[config.mk]
export PLATFORM = sky130hd
export DESIGN_NAME = muldiv_unit
export DESIGN_NICKNAME = d
export VERILOG_FILES = /design/src/rtl/muldiv_unit_pkg.sv /design/src/rtl/muldiv_step.sv /design/src/rtl/muldiv_unit.sv
export SDC_FILE = /design/constraint.sdc
export NUM_CORES = 1
export LEC_CHECK = 0
export ABC_AREA = 1
export ABC_CLOCK_PERIOD_IN_PS = 9940
export CAP_MARGIN = 30
export CORE_UTILIZATION = 40
export DETAILED_ROUTE_END_ITERATION = 10
export PLACE_DENSITY = 0.56
export SLEW_MARGIN = 20
export SYNTH_ARGS = -nofsm -noshare
export SYNTH_HDL_FRONTEND = slang
export SYNTH_SLANG_ARGS = --single-unit
[constraint.sdc]
create_clock -name clk -period 9.94 [get_ports clk]
set_input_delay 2.485 -clock clk [delete_from_list [all_inputs] [get_ports clk]]
set_output_delay 2.485 -clock clk [all_outputs]
set_load 0.01 [all_outputs]
[src/rtl/muldiv_unit_pkg.sv]
// Shared operation codes, FSM states and operand-signedness helpers for muldiv_unit.
package muldiv_unit_pkg;

    // RV32M funct3 encodings
    typedef enum logic [2:0] {
        OpMul    = 3'b000,
        OpMulh   = 3'b001,
        OpMulhsu = 3'b010,
        OpMulhu  = 3'b011,
        OpDiv    = 3'b100,
        OpDivu   = 3'b101,
        OpRem    = 3'b110,
        OpRemu   = 3'b111
    } op_e;

    typedef enum logic [1:0] {
        StIdle = 2'b00,
        StCalc = 2'b01,
        StFin  = 2'b10
    } state_e;

    function automatic logic op_is_div(input op_e op);
        return op[2];
    endfunction

    function automatic logic op_a_signed(input op_e op);
        return op inside {OpMulh, OpMulhsu, OpDiv, OpRem};
    endfunction

    function automatic logic op_b_signed(input op_e op);
        return op inside {OpMulh, OpDiv, OpRem};
    endfunction

endpackage

[src/rtl/muldiv_step.sv]
// One radix-2 iteration: shift-add multiply step or restoring divide step.
module muldiv_step #(
    parameter int unsigned XLEN = 32
) (
    input  logic            div_mode_i,
    input  logic            in_bit_i,
    input  logic [XLEN-1:0] opnd_i,
    input  logic [XLEN-1:0] hi_i,
    input  logic [XLEN-1:0] lo_i,
    output logic [XLEN-1:0] hi_o,
    output logic [XLEN-1:0] lo_o
);

    logic [XLEN:0] sum;
    logic [XLEN:0] shifted;
    logic [XLEN:0] diff;

    always_comb begin
        sum     = {1'b0, hi_i} + (in_bit_i ? {1'b0, opnd_i} : '0);
        shifted = {hi_i, in_bit_i};
        diff    = shifted - {1'b0, opnd_i};
        if (div_mode_i) begin
            // diff[XLEN] set means the trial subtraction borrowed: restore
            if (!diff[XLEN]) begin
                hi_o = diff[XLEN-1:0];
                lo_o = {lo_i[XLEN-2:0], 1'b1};
            end else begin
                hi_o = shifted[XLEN-1:0];
                lo_o = {lo_i[XLEN-2:0], 1'b0};
            end
        end else begin
            hi_o = sum[XLEN:1];
            lo_o = {sum[0], lo_i[XLEN-1:1]};
        end
    end

endmodule

[src/rtl/muldiv_unit.sv]
// Iterative RV32M multiply/divide unit with start/busy/valid handshake.
// Define MULDIV_EARLY_OUT_EN to finish divide-by-zero, signed overflow and MUL* by zero in one cycle.
module muldiv_unit
    import muldiv_unit_pkg::*;
#(
    parameter int unsigned XLEN = 32
) (
    input  logic            clk,
    input  logic            rstn,
    input  logic            start,
    input  logic [2:0]      op,
    input  logic [XLEN-1:0] a,
    input  logic [XLEN-1:0] b,
    output logic            busy,
    output logic            valid,
    output logic [XLEN-1:0] result
);

    localparam int unsigned CntW = $clog2(XLEN + 1);
    localparam int unsigned IdxW = $clog2(XLEN);
    localparam logic [XLEN-1:0] MostNeg = {1'b1, {(XLEN - 1){1'b0}}};

    state_e          state_q, state_d;
    op_e             op_q, op_d, op_in;
    logic [XLEN-1:0] a_q, a_d, b_q, b_d, hi_q, hi_d, lo_q, lo_d, result_q, result_d;
    logic            a_neg_q, a_neg_d, b_neg_q, b_neg_d, dz_q, dz_d, ovf_q, ovf_d;
    logic            valid_q, valid_d;
    logic [CntW-1:0] cnt_q, cnt_d;

    logic            accept, a_neg_in, b_neg_in, dz_in, ovf_in, early_in;
    logic [IdxW-1:0] div_idx;
    logic            step_bit;
    logic [XLEN-1:0] step_hi, step_lo;
    logic [2*XLEN-1:0] prod, prod_fix;
    logic [XLEN-1:0] quo_fix, rem_fix, a_orig, fin_result;

    assign op_in    = op_e'(op);
    assign accept   = start && (state_q == StIdle);
    assign a_neg_in = op_a_signed(op_in) && a[XLEN-1];
    assign b_neg_in = op_b_signed(op_in) && b[XLEN-1];
    assign dz_in    = op_is_div(op_in) && (b == '0);
    assign ovf_in   = (op_in inside {OpDiv, OpRem}) && (a == MostNeg) && (b == '1);

`ifdef MULDIV_EARLY_OUT_EN
    assign early_in = dz_in || ovf_in || (!op_is_div(op_in) && (b == '0));
`else
    assign early_in = 1'b0;
`endif

    // Dividend bits are consumed MSB first, indexed by the remaining-iteration count
    assign div_idx  = IdxW'(cnt_q - CntW'(1));
    assign step_bit = op_is_div(op_q) ? a_q[div_idx] : b_q[0];

    muldiv_step #(
        .XLEN(XLEN)
    ) u_step (
        .div_mode_i(op_is_div(op_q)),
        .in_bit_i  (step_bit),
        .opnd_i    (op_is_div(op_q) ? b_q : a_q),
        .hi_i      (hi_q),
        .lo_i      (lo_q),
        .hi_o      (step_hi),
        .lo_o      (step_lo)
    );

    always_comb begin
        prod     = {hi_q, lo_q};
        prod_fix = (a_neg_q ^ b_neg_q) ? -prod : prod;
        quo_fix  = (a_neg_q ^ b_neg_q) ? -lo_q : lo_q;
        rem_fix  = a_neg_q ? -hi_q : hi_q;
        a_orig   = a_neg_q ? -a_q : a_q;
        unique case (op_q)
            OpMul:                     fin_result = prod_fix[XLEN-1:0];
            OpMulh, OpMulhsu, OpMulhu: fin_result = prod_fix[2*XLEN-1:XLEN];
            OpDiv, OpDivu:             fin_result = dz_q ? '1 : (ovf_q ? MostNeg : quo_fix);
            OpRem, OpRemu:             fin_result = dz_q ? a_orig : (ovf_q ? '0 : rem_fix);
            default:                   fin_result = '0;
        endcase
    end

    always_ff @(posedge clk) begin
        if (!rstn) state_q <= StIdle;
        else       state_q <= state_d;
    end

    always_comb begin
        state_d = state_q;
        unique case (state_q)
            StIdle:  if (accept) state_d = early_in ? StFin : StCalc;
            StCalc:  if (cnt_q == CntW'(1)) state_d = StFin;
            StFin:   state_d = StIdle;
            default: state_d = StIdle;
        endcase
    end

    always_comb begin
        busy   = (state_q != StIdle);
        valid  = valid_q;
        result = result_q;
    end

    always_comb begin
        op_d     = op_q;
        a_d      = a_q;
        b_d      = b_q;
        hi_d     = hi_q;
        lo_d     = lo_q;
        a_neg_d  = a_neg_q;
        b_neg_d  = b_neg_q;
        dz_d     = dz_q;
        ovf_d    = ovf_q;
        cnt_d    = cnt_q;
        result_d = result_q;
        valid_d  = 1'b0;
        if (accept) begin
            op_d    = op_in;
            a_d     = a_neg_in ? -a : a;
            b_d     = b_neg_in ? -b : b;
            a_neg_d = a_neg_in;
            b_neg_d = b_neg_in;
            dz_d    = dz_in;
            ovf_d   = ovf_in;
            hi_d    = '0;
            lo_d    = '0;
            cnt_d   = CntW'(XLEN);
        end else if (state_q == StCalc) begin
            hi_d  = step_hi;
            lo_d  = step_lo;
            cnt_d = cnt_q - CntW'(1);
            if (!op_is_div(op_q)) b_d = b_q >> 1;
        end else if (state_q == StFin) begin
            result_d = fin_result;
            valid_d  = 1'b1;
        end
    end

    always_ff @(posedge clk) begin
        if (!rstn) begin
            op_q     <= OpMul;
            a_q      <= '0;
            b_q      <= '0;
            hi_q     <= '0;
            lo_q     <= '0;
            a_neg_q  <= 1'b0;
            b_neg_q  <= 1'b0;
            dz_q     <= 1'b0;
            ovf_q    <= 1'b0;
            cnt_q    <= '0;
            result_q <= '0;
            valid_q  <= 1'b0;
        end else begin
            op_q     <= op_d;
            a_q      <= a_d;
            b_q      <= b_d;
            hi_q     <= hi_d;
            lo_q     <= lo_d;
            a_neg_q  <= a_neg_d;
            b_neg_q  <= b_neg_d;
            dz_q     <= dz_d;
            ovf_q    <= ovf_d;
            cnt_q    <= cnt_d;
            result_q <= result_d;
            valid_q  <= valid_d;
        end
    end

endmodule

Word-level counts from Yosys, hierarchy flattened. Index checks and enable logic that the tools add are counted.

Output and inout port bits: 34. Input bits: 70. Register bits after elaboration: 176.

Muxes and demuxes: 29. Magnitude comparators: 1. Equal/unequal tests: 19. Add/subtract/negate cells: 9. Bitwise operators: 4. Reduce and logical (&&, ||, !) cells: 22.

Operators with widths (count): $mux W32 (17); $neg A32 Y32 (5); $pmux W32 S4 (1); $eq A32 B32 Y1 const B (2); $mux W64 (1); $neg A64 Y64 (1); $add A32 B33 Y33 (1); $sub A33 B32 Y33 (1); $logic_not A32 Y1 (1); $eq A3 B3 Y1 const B (6); $mux W6 (2); $eq A3 B2 Y1 const B (3); $eq A3 B1 Y1 const B (2); $eq A6 B1 Y1 const B (1); $logic_and A1 B1 Y1 (6); $lt A5 B6 Y1 const B (1); $reduce_bool A2 Y1 (3); $reduce_or A2 Y1 (3); $reduce_or A3 Y1 (2); $sub A6 B1 Y6 const B (1); $bmux W1 S5 (1); $mux W1 (4); $mux W2 (2); $ne A2 B2 Y1 const B (2); other kinds (12) (15).

Longest topological paths before layout.
Depth in word-level cells: 7. Depth in mapped cells: 32.

Hierarchy. A second synthesis with hierarchy kept.

Cell total of the unflattened synthesis: 3790. Area, all modules: 20423.3 sq um.

Modules (own cells, without submodules): muldiv_unit (times used 1, cells each 2479, area an instance 14087.3 sq um, seq. area each 3523.4 sq um); muldiv_step (times used 1, cells each 1311, area an instance 6336.1 sq um, seq. area each 0.0 sq um).

Worst setup path before layout. No wires, ideal clock.

Path kind: input port to flip-flop. Start: input port a[0]. End: register a_q[28]. Setup slack: 5.992 ns. Required time: 9.829 ns. Data arrival time: 3.837 ns. Stages on the path: 13. Library setup time: 0.111 ns. Path through: inv_1 -> ha_1 -> nand3_1 -> nor2_1 -> nand2_1 -> nor2_2 -> nand3_1 -> o21ai_1 -> nand2_1 -> o21ai_1 -> a21oi_1 -> nor2_1 -> inv_1.

Word-level cells in the longest chain between the ends: 2.

RTL lines: start: declaration (RTL line muldiv_unit.sv:12) `input logic [XLEN-1:0] a,`; $neg A32 Y32 (RTL line muldiv_unit.sv:117) `a_d = a_neg_in ? -a : a;`; $mux W32 (RTL line muldiv_unit.sv:117); end signal: assignment (RTL line muldiv_unit.sv:140) `a_q <= '0;`; end signal: assignment (RTL line muldiv_unit.sv:153) `a_q <= a_d;`; end: declaration (RTL line muldiv_unit.sv:25) `logic [XLEN-1:0] a_q, a_d, b_q, b_d, hi_q, hi_d, lo_q, lo_d, result_q, result_d;`.

No other way between the ends. A chain may end at the register's enable or synchronous reset.

Final worst setup path.
Start: register cnt_q[0]. End: register hi_q[25].

Word-level cells in the longest chain between the ends: 7. Elaborated cells on any way between the ends: 9. Classes of those cells: add/sub: 3; mux: 6.

RTL lines: start: declaration (RTL line muldiv_unit.sv:28) `logic [CntW-1:0] cnt_q, cnt_d;`; start signal: assignment (RTL line muldiv_unit.sv:161) `cnt_q <= cnt_d;`; $sub A6 B1 Y6 (*); via div_idx[0] (RTL line muldiv_unit.sv:31) `logic [IdxW-1:0] div_idx;`; $bmux W1 S5 (*) (RTL line muldiv_unit.sv:52) `assign step_bit = op_is_div(op_q) ? a_q[div_idx] : b_q[0];`; $mux W1 (not written as such) (*) (RTL line muldiv_unit.sv:52); $mux W1 (*) (RTL line muldiv_unit.sv:52); $mux W32 or $sub A33 B32 Y33 (tied branches) (RTL line muldiv_step.sv:19, muldiv_step.sv:21); $add A32 B33 Y33 or $mux W32 (tied branches) (RTL line muldiv_step.sv:19, muldiv_step.sv:24); $mux W32 (*) (RTL line muldiv_step.sv:22) `if (div_mode_i) begin`; end signal: assignment (RTL line muldiv_unit.sv:155) `hi_q <= hi_d;`; end: declaration (RTL line muldiv_unit.sv:25).

Mark *: on every way through the listed nets, which the timed path passes. The rest lies on a longest branch. The select of a mux whose other input is x is not followed.

==> results.md <==
* Status: completed
* Detailed-route DRC error count at 0
* Most common cell after layout, fill and taps aside: nand2_1
* First-pass GRT wire length at 131 mm
* # IOs at about 100
* Hold endpoint: b_q[23]
* Least-Margin Pin Slew at approximately 1.2 ns
* Largest stage delay on the critical path at 0.94 ns
* Area growth syn-to-layout at 10.8%
* Worst-path clk slew at 0.07 ns
* Vias after detailed routing at 23600
* Startpoint types: flop
* Yosys reg bits at 176
* Starting Density at between 40% and 50%
* Final worst setup slack at 3.92 ns
* Highest-count cells in the layout ignoring fill and taps: 997 x nand2_1, 398 x inv_1, 390 x nor2_1
* Crit-path slowest cell: dfxtp_1
* Port buffer count at 103
* RSZ-0062 raised after global routing: no
* Reg2reg setup slack at 3.92 ns
* CTS root buf: clkbuf_16
* Inst Count DP at 4080
* Synthesized area at 19100 sq um
* Peak Freq at 166 MHz
* Non-Filler Instances at 4116
* Core Box Area at 46800 sq um
* Reg2Reg Launch Point: cnt_q[0]
* Top cell type's share of synthesized area at 19.6%
* Crit path top cell by count: nand2_1
* Post-synth top area cell: nand2_1
* DPL Wire Length at 70.2 mm
* CP required at 10.31 ns
* CP max FO at 35
* Worst r2r dst: hi_q[25]
* Sequential area share after synthesis at between 10% and 20%
* Layout cells sized above 1 at 3.31%
* Die H at 220 um
* Post-CTS Setup Inserts at 0
* Largest net degree at the start of global routing at 79
* Grt total ovfl at 0
* H-tree levels at 4
* NumNets Final at 3641
* Num CTS Buffers at 17
* CP Capture Type: flop
* Setup TNS at 0 ns
* Part of the cycle the worst path needs at 60.6%
* Syn Nets at 3627
* Synth Flop Type: dfxtp_1
* Iteration-0 DRC Markers at 2641
* # setup viols final at 0
* Worst-Skew Late Latency at 0.50 ns
* Routability Congestion at 1.01
* Gr usage total at 36.3%
* Synth cell types at 53
* Rows at 79
* Hold Vio Cnt, Final at 0
* Die width at 220 um
* P_leak at approximately 10 nW
* HP Class: flop to flop
* Number of global-route vias before repair at 21400
* Peak supply drop at 0.000156 V
* Post-route minimum period at ~6 ns
* Hold Path Depth at 2
* Pre-antenna DRT Iters at 6
* Wirelength per Cell at 21.6 um
* Worst Skew at 0.0142 ns
* Syn avg cell area at 5.47 sq um
* Max-slew headroom at between 20% and 30%
* Synthesized instance count at 3482
* Vias/cell at 5.73
* Antenna Violating Nets Remaining at 0
* Synth Warn # at 0
* PwrDens at 146 nW/um^2
* R2R cell count at 25
* Place WS at 4.13 ns
* PostCTS Resize Cnt at 0
* Clock sink count at 176
* Max-slew violation count at 0
* Clock Path Buffers at 2
* Die area at 48500 sq um
* Post-synth ARST share at 0%
* Arrival time at the worst endpoint at 6.39 ns
* Critical path type: flop to flop
* Initial antenna violation count at 0
* Max Cap Viol at 0
* CTS Hold Bufs at 0
* Routed wire length at 88.8 mm
* Synth top area cells: nand2_1 20%, dfxtp_1 18%, nand3_1 10%
* CTS tree: built
* Worst Hold Launch: b_q[23]
* Post-synth EDFFs at 0
==> stage by stage <==
stage / utilization [%] / power (W) / hold WS (ns) / area (sq um)
after global routing: 45.2 / 0.00327 / 0.480 / 21100
after detailed placement: 43.7 / 0.00231 / 0.455 / 20400
after floorplan: - / 0.00183 / 0.444 / 19100
final: 45.2 / 0.00309 / 0.463 / 21100
after global placement: 43.7 / 0.00231 / 0.452 / 20400
after CTS: 45.0 / 0.00305 / 0.466 / 21000
==> per-layer routing <==
layer | routed length [um] | vias up | GRT usage [%]
li1 | - | 11400 | -
met1 | 39200 | 10900 | 49.3
met2 | 37600 | 1104 | 54.4
met3 | 7450 | 190 | 6.61
met4 | 4510 | 0 | 18.4
met5 | 0 | - | 0
==> cell type report <==
type | instances | area (sq um)
Antenna cell | 1 | 2.50
Clock buffer | 20 | 447
Clock inverter | 11 | 151
Fill cell | 5178 | 25600
Inverter | 411 | 1540
Multi-Input combinational cell | 2762 | 13400
Sequential cell | 176 | 3530
Tap cell | 607 | 759
Timing Repair Buffer | 128 | 1280
==> flip-flops by register name, summed over array words and instances (netlist names) <==
signal	cells
result	32
op_q	3
b_neg_q	1
valid	1
cnt_q	6
ovf_q	1
a_q	32
a_neg_q	1
lo_q	32
b_q	32
dz_q	1
state_q	2
hi_q	32
==> worst max path at each step <==
| stage | slack (ns) | cells after the start | startpoint | to |
|---|---|---|---|---|
| after floorplan | 5.99 | 13 | a[0] | a_q[28] |
| after global placement | 3.73 | 11 | start | cnt_q[4] |
| after detailed placement | 4.13 | 11 | start | cnt_q[4] |
| after CTS | 4.14 | 25 | cnt_q[0] | hi_q[25] |
| after global routing | 3.53 | 25 | cnt_q[0] | hi_q[25] |
| final | 3.92 | 25 | cnt_q[0] | hi_q[25] |
==> logic make-up (layout without fill, tap and decap cells) <==
| group | count (synthesis) | after routing | share of synthesized area (%) |
|---|---|---|---|
| AO/OA/AOI/OAI | 692 | 692 | 19.5 |
| XOR/XNOR | 88 | 88 | 4.04 |
| adder cells (fa/ha/maj) | 75 | 75 | 5.00 |
| buffers and inverters | 544 | 570 | 11.2 |
| flip-flops | 176 | 176 | 18.5 |
| other | 0 | 1 | 0 |
| AND/OR/NAND/NOR | 1907 | 1907 | 41.8 |
==> Yosys cell counts, types with 14 or more instances <==
master      n
dfxtp_1   176
nand2_1   997
a21oi_1   286
xnor2_1    14
ha_1       73
clkbuf_1   85
o22ai_1    37
nand4_1    31
inv_1     399
nand3_1   386
buf_2      26
nor3_1     37
o21ai_1    16
nor2_1    394
nor4_1     15
o21ai_0   275
xor2_1     74
==> report_power, final <==
part | total [W] | internal [W] | switching, W
clock network | 0.000732 | 0.000403 | 0.000328
logic | 0.00150 | 0.000441 | 0.00106
registers | 0.000851 | 0.000751 | 0.000101
total | 0.00309 | 0.00159 | 0.00149
==> worst max-delay path: cells and delay by family (launching register included) <==
kind	cells	cell delay [ns]
flops	1	0.94
fa+ha+maj	4	1.38
simple gates	10	0.96
compound gates	7	1.69
buf+inv	4	0.91
Power figures use the tool's default switching activity.
